## src/rtl/counting_defs.sv

```systemverilog
// counting_defs
//   Shared definitions for the counting symbol stream. The symbol codes are
//   common to the emitter and the counting detector. The emitter state
//   encoding is kept here as well, so that checkers and debug logic can
//   decode the state register.
package counting_defs;

  // 2-bit symbol codes on the num stream
  localparam logic [1:0] SYM_IDLE = 2'b00;
  localparam logic [1:0] SYM_A    = 2'b01;
  localparam logic [1:0] SYM_B    = 2'b10;
  localparam logic [1:0] SYM_C    = 2'b11;

  // Emitter FSM states (3-bit encoding)
  typedef enum logic [2:0] {
    ST_IDLE = 3'd0,
    ST_PAD  = 3'd1,
    ST_LEAD = 3'd2,
    ST_MID  = 3'd3,
    ST_TAIL = 3'd4,
    ST_FIN  = 3'd5
  } emit_state_e;

  // Symbol presented on num_out while the emitter sits in a given state.
  // IDLE and FIN present no symbol, so they map to SYM_IDLE.
  function automatic logic [1:0] sym_for_state(input emit_state_e st);
    logic [1:0] sym;
    case (st)
      ST_PAD:  sym = SYM_IDLE;
      ST_LEAD: sym = SYM_A;
      ST_MID:  sym = SYM_B;
      ST_TAIL: sym = SYM_C;
      default: sym = SYM_IDLE;
    endcase
    return sym;
  endfunction

  // True for the states that present a symbol to the consumer
  function automatic logic state_has_symbol(input emit_state_e st);
    logic v;
    case (st)
      ST_PAD, ST_LEAD, ST_MID, ST_TAIL: v = 1'b1;
      default:                          v = 1'b0;
    endcase
    return v;
  endfunction

endpackage

```

## src/rtl/counting_seq_emitter_counter.sv

```systemverilog
// load_down_counter
//   Loadable down counter used to count the remaining pad and lead symbols.
//   Ports:
//     clk, reset  : clock and synchronous active-high reset (clears count)
//     load        : load load_val (has priority over dec)
//     load_val    : value to load
//     dec         : decrement by one; saturates at zero and never wraps
//     is_last     : count equals one, i.e. the current symbol is the last
//   W must be at least 2.
module load_down_counter #(
  parameter int W = 4
) (
  input  logic         clk,
  input  logic         reset,
  input  logic         load,
  input  logic [W-1:0] load_val,
  input  logic         dec,
  output logic         is_last
);

  localparam logic [W-1:0] ONE  = {{(W-1){1'b0}}, 1'b1};
  localparam logic [W-1:0] ZERO = {W{1'b0}};

  logic [W-1:0] cnt_r;

  // Count register: load, otherwise saturating decrement
  always_ff @(posedge clk) begin
    if (reset) begin
      cnt_r <= ZERO;
    end else if (load) begin
      cnt_r <= load_val;
    end else if (dec && (cnt_r != ZERO)) begin
      cnt_r <= cnt_r - ONE;
    end else begin
      cnt_r <= cnt_r;
    end
  end

  assign is_last = (cnt_r == ONE);

endmodule

```

## src/rtl/counting_seq_emitter.sv

```systemverilog
// counting_seq_emitter
//   Transmit side of the 2-bit symbol stream consumed by the counting
//   detector. A start request produces pad_cnt idle symbols (00), then
//   max(rep_cnt,1) lead symbols (01), one 10 and one 11, with a valid/ready
//   handshake so that the consumer can stall the stream.
//   Ports:
//     clk, reset : clock and synchronous active-high reset
//     start      : request a new sequence (accepted only in IDLE)
//     pad_cnt    : number of 00 symbols, sampled when start is accepted
//     rep_cnt    : number of 01 symbols (0 acts as 1), sampled with start
//     abort      : cancel the running sequence, no done pulse
//     num_out    : current symbol, 00 whenever out_valid is low
//     out_valid  : num_out holds a symbol to transfer
//     out_ready  : consumer accepts; transfer on out_valid && out_ready
//     busy       : a sequence is in progress (including the FIN cycle)
//     done       : one-cycle pulse after the final 11 has transferred
module counting_seq_emitter
  import counting_defs::*;
#(
  parameter int PAD_W = 4,
  parameter int REP_W = 3
) (
  input  logic             clk,
  input  logic             reset,
  input  logic             start,
  input  logic [PAD_W-1:0] pad_cnt,
  input  logic [REP_W-1:0] rep_cnt,
  input  logic             abort,
  output logic [1:0]       num_out,
  output logic             out_valid,
  input  logic             out_ready,
  output logic             busy,
  output logic             done
);

  emit_state_e      state_r;
  emit_state_e      next_state_s;
  logic             xfer_s;
  logic             pad_load_s;
  logic             pad_dec_s;
  logic             pad_last_s;
  logic             rep_load_s;
  logic             rep_dec_s;
  logic             rep_last_s;
  logic [REP_W-1:0] rep_load_val_s;

  assign xfer_s = out_valid && out_ready;

  // A lead count of zero still emits one 01 symbol
  assign rep_load_val_s = (rep_cnt == {REP_W{1'b0}}) ? {{(REP_W-1){1'b0}}, 1'b1} : rep_cnt;

  load_down_counter #(.W(PAD_W)) u_pad_cnt (
    .clk      (clk),
    .reset    (reset),
    .load     (pad_load_s),
    .load_val (pad_cnt),
    .dec      (pad_dec_s),
    .is_last  (pad_last_s)
  );

  load_down_counter #(.W(REP_W)) u_rep_cnt (
    .clk      (clk),
    .reset    (reset),
    .load     (rep_load_s),
    .load_val (rep_load_val_s),
    .dec      (rep_dec_s),
    .is_last  (rep_last_s)
  );

  // Next-state and counter control; abort outranks a coincident transfer
  always_comb begin
    next_state_s = state_r;
    pad_load_s   = 1'b0;
    pad_dec_s    = 1'b0;
    rep_load_s   = 1'b0;
    rep_dec_s    = 1'b0;
    case (state_r)
      ST_IDLE: begin
        if (start) begin
          pad_load_s = 1'b1;
          rep_load_s = 1'b1;
          if (pad_cnt == {PAD_W{1'b0}}) begin
            next_state_s = ST_LEAD;
          end else begin
            next_state_s = ST_PAD;
          end
        end else begin
          next_state_s = ST_IDLE;
        end
      end
      ST_PAD: begin
        if (abort) begin
          next_state_s = ST_IDLE;
        end else if (xfer_s) begin
          pad_dec_s = 1'b1;
          if (pad_last_s) begin
            next_state_s = ST_LEAD;
          end else begin
            next_state_s = ST_PAD;
          end
        end else begin
          next_state_s = ST_PAD;
        end
      end
      ST_LEAD: begin
        if (abort) begin
          next_state_s = ST_IDLE;
        end else if (xfer_s) begin
          rep_dec_s = 1'b1;
          if (rep_last_s) begin
            next_state_s = ST_MID;
          end else begin
            next_state_s = ST_LEAD;
          end
        end else begin
          next_state_s = ST_LEAD;
        end
      end
      ST_MID: begin
        if (abort) begin
          next_state_s = ST_IDLE;
        end else if (xfer_s) begin
          next_state_s = ST_TAIL;
        end else begin
          next_state_s = ST_MID;
        end
      end
      ST_TAIL: begin
        if (abort) begin
          next_state_s = ST_IDLE;
        end else if (xfer_s) begin
          next_state_s = ST_FIN;
        end else begin
          next_state_s = ST_TAIL;
        end
      end
      ST_FIN: begin
        next_state_s = ST_IDLE;
      end
      default: begin
        next_state_s = ST_IDLE;
      end
    endcase
  end

  // State register
  always_ff @(posedge clk) begin
    if (reset) begin
      state_r <= ST_IDLE;
    end else begin
      state_r <= next_state_s;
    end
  end

  // Registered outputs decoded from the next state, so they always
  // describe the state the FSM is in during the following cycle
  always_ff @(posedge clk) begin
    if (reset) begin
      num_out   <= SYM_IDLE;
      out_valid <= 1'b0;
      busy      <= 1'b0;
      done      <= 1'b0;
    end else begin
      num_out   <= sym_for_state(next_state_s);
      out_valid <= state_has_symbol(next_state_s);
      busy      <= (next_state_s != ST_IDLE);
      done      <= (next_state_s == ST_FIN);
    end
  end

endmodule

```

## config.mk

```make
export PLATFORM = sky130hd
export DESIGN_NAME = counting_seq_emitter
export DESIGN_NICKNAME = d
export VERILOG_FILES = /design/src/rtl/counting_defs.sv /design/src/rtl/counting_seq_emitter_counter.sv /design/src/rtl/counting_seq_emitter.sv
export SDC_FILE = /design/constraint.sdc
export NUM_CORES = 1
export LEC_CHECK = 0
export BUFFER_PORTS_ARGS = -buffer_cell sky130_fd_sc_hd__buf_2
export CAP_MARGIN = 15
export CORE_UTILIZATION = 35
export CTS_BUF_LIST = sky130_fd_sc_hd__clkbuf_16
export CTS_CLUSTER_SIZE = 40
export DETAILED_ROUTE_END_ITERATION = 10
export SYNTH_ARGS = -nofsm -noshare
export SYNTH_HDL_FRONTEND = slang
export SYNTH_SLANG_ARGS = --single-unit
```

## constraint.sdc

```tcl
create_clock -name clk -period 2.65 [get_ports clk]
set_clock_uncertainty 0.05 [all_clocks]
set_input_delay 0.1325 -clock clk [delete_from_list [all_inputs] [get_ports clk]]
set_output_delay 0.1325 -clock clk [all_outputs]
set_load 0.01 [all_outputs]
```

==> impl_metrics.ini, run 1 <==
[run_status]
status = finished clean

[floorplan]
rows = 17
ios = 17
fp.dieW_um = 51.8
coreArea_um2 = 2280
die_h_um = 51.8
start_util = 0.382
dieArea_um2 = 2690

[cells_and_area]
antenna_cells = 0
nets = 128
area.growth.synth_to_final_pct = 22.3
fillers = 221
multi_input_area_um2 = 531
layout-drive-gt1-share = 0.327
layout.area.seq_um2 = 300

[sta]
setup_viol = 0
worstMarginPinSlew_ps = 670
relSlewSlack = 0.549
fin_ws_ps = 538
rsz0062_at_grt = no
hold_violations = 0
slew_violations = 0
tns_ps = 0
max_freq_ghz = 0.473
fin_crit_ps = 2110
fin_crit_sh = 0.797

[cts]
clock_path_buffers = 2
postCtsSetupBuffers = 0
insertion_delay_ps = 240
cts_max_level = 1
cts_tree = done
cts.sinks = 15
path_clk_slew_ps = 50
cts_root_buf = clkbuf_16
post_cts_resized = 0
holdBufCountCts = 0
cts_buffers = 3

[yosys]
yosysSeqAreaShare = 0.345
synth_compound_area_frac = 0.174
yosysWarnings = 0
synthAdderAreaFrac = 0.0719
synth_flop_cell = dfxtp_1
syn_nets = 108
avgSynthCellArea_um2 = 9.56
async_reset_ff_frac = 0
synth_edf_count = 0
synth_area_um2 = 870
synth-simple-area-share = 0.302
synth.ff_latch_count = 15
synth_xor_area_frac = 0.0101
synth_top_family_by_area = simple AND/OR/NAND/NOR gates
synthMuxAreaShare = 0.0518
syn_inst = 91
yosysUniqueCellTypes = 39

[setup_path]
r2r_start = u_rep_cnt.cnt_r[0]
reg2reg_depth = 6
reg2reg_slack_ps = 540
cp_max_fo = 3
worst_r2r_endpoint = u_rep_cnt.cnt_r[1]
critical_path_class = register to register
required_ps = 2760
endpoint_kind = register
critPathArrivalTime_ps = 2220
startpoint_type = register

[power_and_ir_drop]
leakage_uw = 0.000405
p_per_area_nw_per_um2 = 604
ir_drop_v = 0.000407

[hold_path]
worstHoldPathType = input port to register
whs_path_depth = 3
min_from = rep_cnt[2]
holdPathEnd = u_rep_cnt.cnt_r[2]

[route]
antenna_left = 0
drt-pass1-iter-count = 4
drcViolationCount = 0
via_per_inst = 5.36
first_iter_violations = 9
vias = 739
totalWireLength_um = 1780
wl_per_cell_um = 12.9

[global_routing]
grt_pass1_vias = 678
overflow = 0
antenna_found_initial = 0
grt_usage = 0.157
grt_max_degree = 16
grt_pass1_wl_um = 3090

[flow_run]
max_cap_viol_count = 0

[placed_design]
post-place-ws_ps = 537
gp_congestion = 0.724
numPortBuffers = 16
[cell usage after synthesis (all sizes together), types with 2 or more instances]
cell type | instances | area share
inv | 8 | 0.035
nor2 | 6 | 0.026
nor3b | 2 | 0.017
o22ai | 3 | 0.022
nor3 | 4 | 0.023
or4b | 2 | 0.027
mux2 | 4 | 0.052
and2 | 2 | 0.014
dfxtp | 15 | 0.35
a211oi | 6 | 0.066
ha | 5 | 0.072
nor4 | 5 | 0.060
o32ai | 2 | 0.020
nand2b | 6 | 0.043
[kinds of logic after synthesis]
logic type	after synthesis
adders and majority gates	5
AOI/OAI and AO/OA	18
xor gates and xnor gates	1
muxes	4
buffers and inverters	10
and+or+nand+nor	38
DFF	15
[area by class of cell]
cell class                 count  share of cell area
clock buffer                   3              0.0706
clock inverter                 1             0.00471
inverter                       8              0.0282
multi-input combinational     66               0.499
sequential                    15               0.282
tap                           28              0.0329
timing repair buffer          17              0.0824
[routing by layer]
layer	wire, µm	vias to the layer above	global-route usage
li1	-	378	-
met1	914	341	0.214
met2	759	15	0.237
met3	87	5	0.0409
met4	21	0	0.0541
met5	0	-	0
[flip-flops by register name (all words and copies together), names as in the netlist]
signal and count:
done 1, u_pad_cnt.cnt_r 4, out_valid 1, busy 1, u_rep_cnt.cnt_r 3, num_out 2
state_r 3
[power by group]
part / internal (µW) / switching (µW)
clock network: 201 / 90.3
logic: 46.7 / 50.7
registers: 240 / 13.3
[cells in the final DEF, fill, tap and decap left out, drive strengths merged, types with 2 or more instances in the layout]
cell type / count
clkbuf: 3
buf: 17
and2: 2
nor3b: 2
or4b: 2
nor3: 4
o22ai: 3
a211oi: 6
o32ai: 2
nand2b: 6
nor2: 6
ha: 5
inv: 8
dfxtp: 15
mux2: 4
nor4: 5
[critical path, cell delays in order, from the launching register on]
cell and delay (ps):
dfxtp_1 380, inv_1 60, ha_1 190, ha_1 180, nor4_1 600, mux2_2 410, o22ai_1 160
[through the flow]
stage	hold WS [ps]	std cells	instance area, µm²	utilization	power, µW
final	117	138	1060	0.467	642
after global routing	119	138	1060	0.467	671
after CTS	116	138	1060	0.467	646
after detailed placement	364	134	983	0.432	354
after global placement	369	134	983	0.432	353
after floorplan	174	91	870	-	325
[worst max path at each step]
stage	startpoint	end	depth (start not counted)
6_report	u_rep_cnt.cnt_r[0]	u_rep_cnt.cnt_r[1]	6
5_1_grt	u_rep_cnt.cnt_r[0]	u_rep_cnt.cnt_r[1]	6
4_1_cts	u_rep_cnt.cnt_r[0]	u_rep_cnt.cnt_r[1]	6
3_5_place_dp	u_rep_cnt.cnt_r[0]	u_rep_cnt.cnt_r[1]	6
3_3_place_gp	u_rep_cnt.cnt_r[0]	u_rep_cnt.cnt_r[2]	6
2_1_floorplan	u_rep_cnt.cnt_r[0]	u_rep_cnt.cnt_r[2]	6
No activity file was read; power rests on OpenSTA's default activity.
==> run 2, diff against run 1 <==
==> constraint.sdc (replaced) <==
create_clock -name clk -period 2 [get_ports clk]
set_clock_uncertainty 0.05 [all_clocks]
set_input_delay 0.1 -clock clk [delete_from_list [all_inputs] [get_ports clk]]
set_output_delay 0.1 -clock clk [all_outputs]
set_load 0.01 [all_outputs]
==> run 2 against run 1 <==
  * Worst hold slack got worse by 35 ps
  * Core utilization rose by 1.3 points
  * First-iteration DRC count grew 120%
  * Cell count is 2.9% higher
  * Wire length increased by 1.7%
  * Critical endpoint is now u_pad_cnt.cnt_r[3]
  * Largest power group unchanged
  * Highest routed layer unchanged
==> impl_metrics.ini, run 2 (synthesized netlist as in run 1, its figures left out) <==
[run_status]
status = finished clean

[sta]
max_freq_ghz = 0.532
fin_ws_ps = 122
worstMarginPinSlew_ps = 495
hold_violations = 0
fin_crit_sh = 0.939
slew_violations = 0
fin_crit_ps = 1880
relSlewSlack = 0.668
setup_viol = 0
tns_ps = 0
rsz0062_at_grt = no

[setup_path]
endpoint_kind = register
reg2reg_depth = 4
cp_top_family = simple AND/OR/NAND/NOR gates
startpoint_type = register
required_ps = 2120
reg2reg_slack_ps = 120
cp_max_fo = 6
worst_r2r_endpoint = u_pad_cnt.cnt_r[3]
max_stage_delay_ps = 580
critPathArrivalTime_ps = 2000
critical_path_class = register to register
path_cells = or4b_4 -> a211oi_4 -> mux2_2 -> o22ai_1
critical_path.slowest_cell = or4b_4
r2r_start = state_r[1]
worst-path-buf-inv = 0

[cells_and_area]
largest_register_ffs = 4
fin_util = 0.480
instances_no_fill = 142
layout-drive-gt1-share = 0.351
nets = 132
fillers = 210
area.growth.synth_to_final_pct = 25.8
top_register = u_pad_cnt.cnt_r
final_cell_area_um2 = 1090
antenna_cells = 0
layout_commonest_cell = buf_2
final_cell_mix = buf_2 (16), dfxtp_1 (15), inv_1 (8), nand2b_1 (6), nor2_1 (6)
reg_top3 = u_pad_cnt.cnt_r x4, state_r x3, u_rep_cnt.cnt_r x3

[floorplan]
dieArea_um2 = 2690
die_h_um = 51.8
rows = 17
fp.dieW_um = 51.8
start_util = 0.382
coreArea_um2 = 2280
ios = 17

[flow_run]
max_cap_viol_count = 0

[cts]
cts_max_level = 1
cts.sinks = 15
insertion_delay_ps = 250
cts_buffers = 3
cts_tree = done
clock_path_buffers = 2
path_clk_slew_ps = 50
postCtsSetupBuffers = 0
holdBufCountCts = 0
cts_root_buf = clkbuf_16
post_cts_resized = 0

[placed_design]
gp_congestion = 0.779
numPortBuffers = 16
dp_cells = 138
post-place-ws_ps = 88.2
postPlaceCellArea_um2 = 1010
dp_hpwl_um = 1400

[route]
antenna_left = 0
via_per_inst = 5.44
totalWireLength_um = 1810
drcViolationCount = 0
vias = 772
first_iter_violations = 20
wl_per_cell_um = 12.8
drt-pass1-iter-count = 4

[global_routing]
grt_usage = 0.155
grt_pass1_vias = 725
grt_pass1_wl_um = 3120
overflow = 0
antenna_found_initial = 0
grt_max_degree = 16

[hold_path]
worstHoldPathType = input port to register
whs_path_depth = 2
holdPathEnd = state_r[2]
min_from = abort

[power_and_ir_drop]
p_per_area_nw_per_um2 = 787
ir_drop_v = 0.000534
leakage_uw = 0.000425
## run 2: cell count changes in the layout (fill, tap and decap cells not counted)
cell | previous run | this run
buf_4 | 1 | 5
## run 2: layer usage
layer  share of wire  GRT usage  wire (µm)
met5               0          0          0
met2            0.43      0.220        788
met3           0.054     0.0292         98
met1            0.49      0.219        894
met4           0.017     0.0811         31
## run 2: worst reg2reg max path, stage by stage (launching register included)
cell and delay [ps]:
dfxtp_1 330, or4b_4 580, a211oi_4 350, mux2_2 370
o22ai_1 120
## run 2: cell type report
class | count | area [µm²] | share of cell area
clock buffer | 3 | 75.1 | 0.0686
clock inverter | 1 | 5.00 | 0.00458
inverter | 8 | 30.0 | 0.0275
multi-input combinational | 66 | 531 | 0.485
sequential | 15 | 300 | 0.275
tap | 28 | 35.0 | 0.0320
timing repair buffer | 21 | 118 | 0.108
## run 2: through the flow
step           power [µW]  hold WS (ps)
2_1_floorplan         430           142
3_3_place_gp          472           332
3_5_place_dp          476           329
4_1_cts               866          82.2
5_1_grt               900          97.0
6_report              860          82.4
## run 2: how the worst max path moves through the flow
stage	from	end	slack [ps]	cells after the start
finish	state_r[1]	u_pad_cnt.cnt_r[3]	120	4
global route	state_r[1]	u_pad_cnt.cnt_r[3]	40	4
CTS	state_r[1]	u_pad_cnt.cnt_r[3]	110	4
detailed placement	pad_cnt[0]	num_out[1]	90	5
global placement	pad_cnt[0]	num_out[1]	120	5
floorplan	u_rep_cnt.cnt_r[0]	u_rep_cnt.cnt_r[2]	130	6
## run 2: power by group
| group | internal (µW) | switching, µW | total, µW |
|---|---|---|---|
| clock network | 267 | 122 | 389 |
| logic | 66.4 | 71.2 | 138 |
| registers | 318 | 15.5 | 333 |
| total | 651 | 209 | 860 |
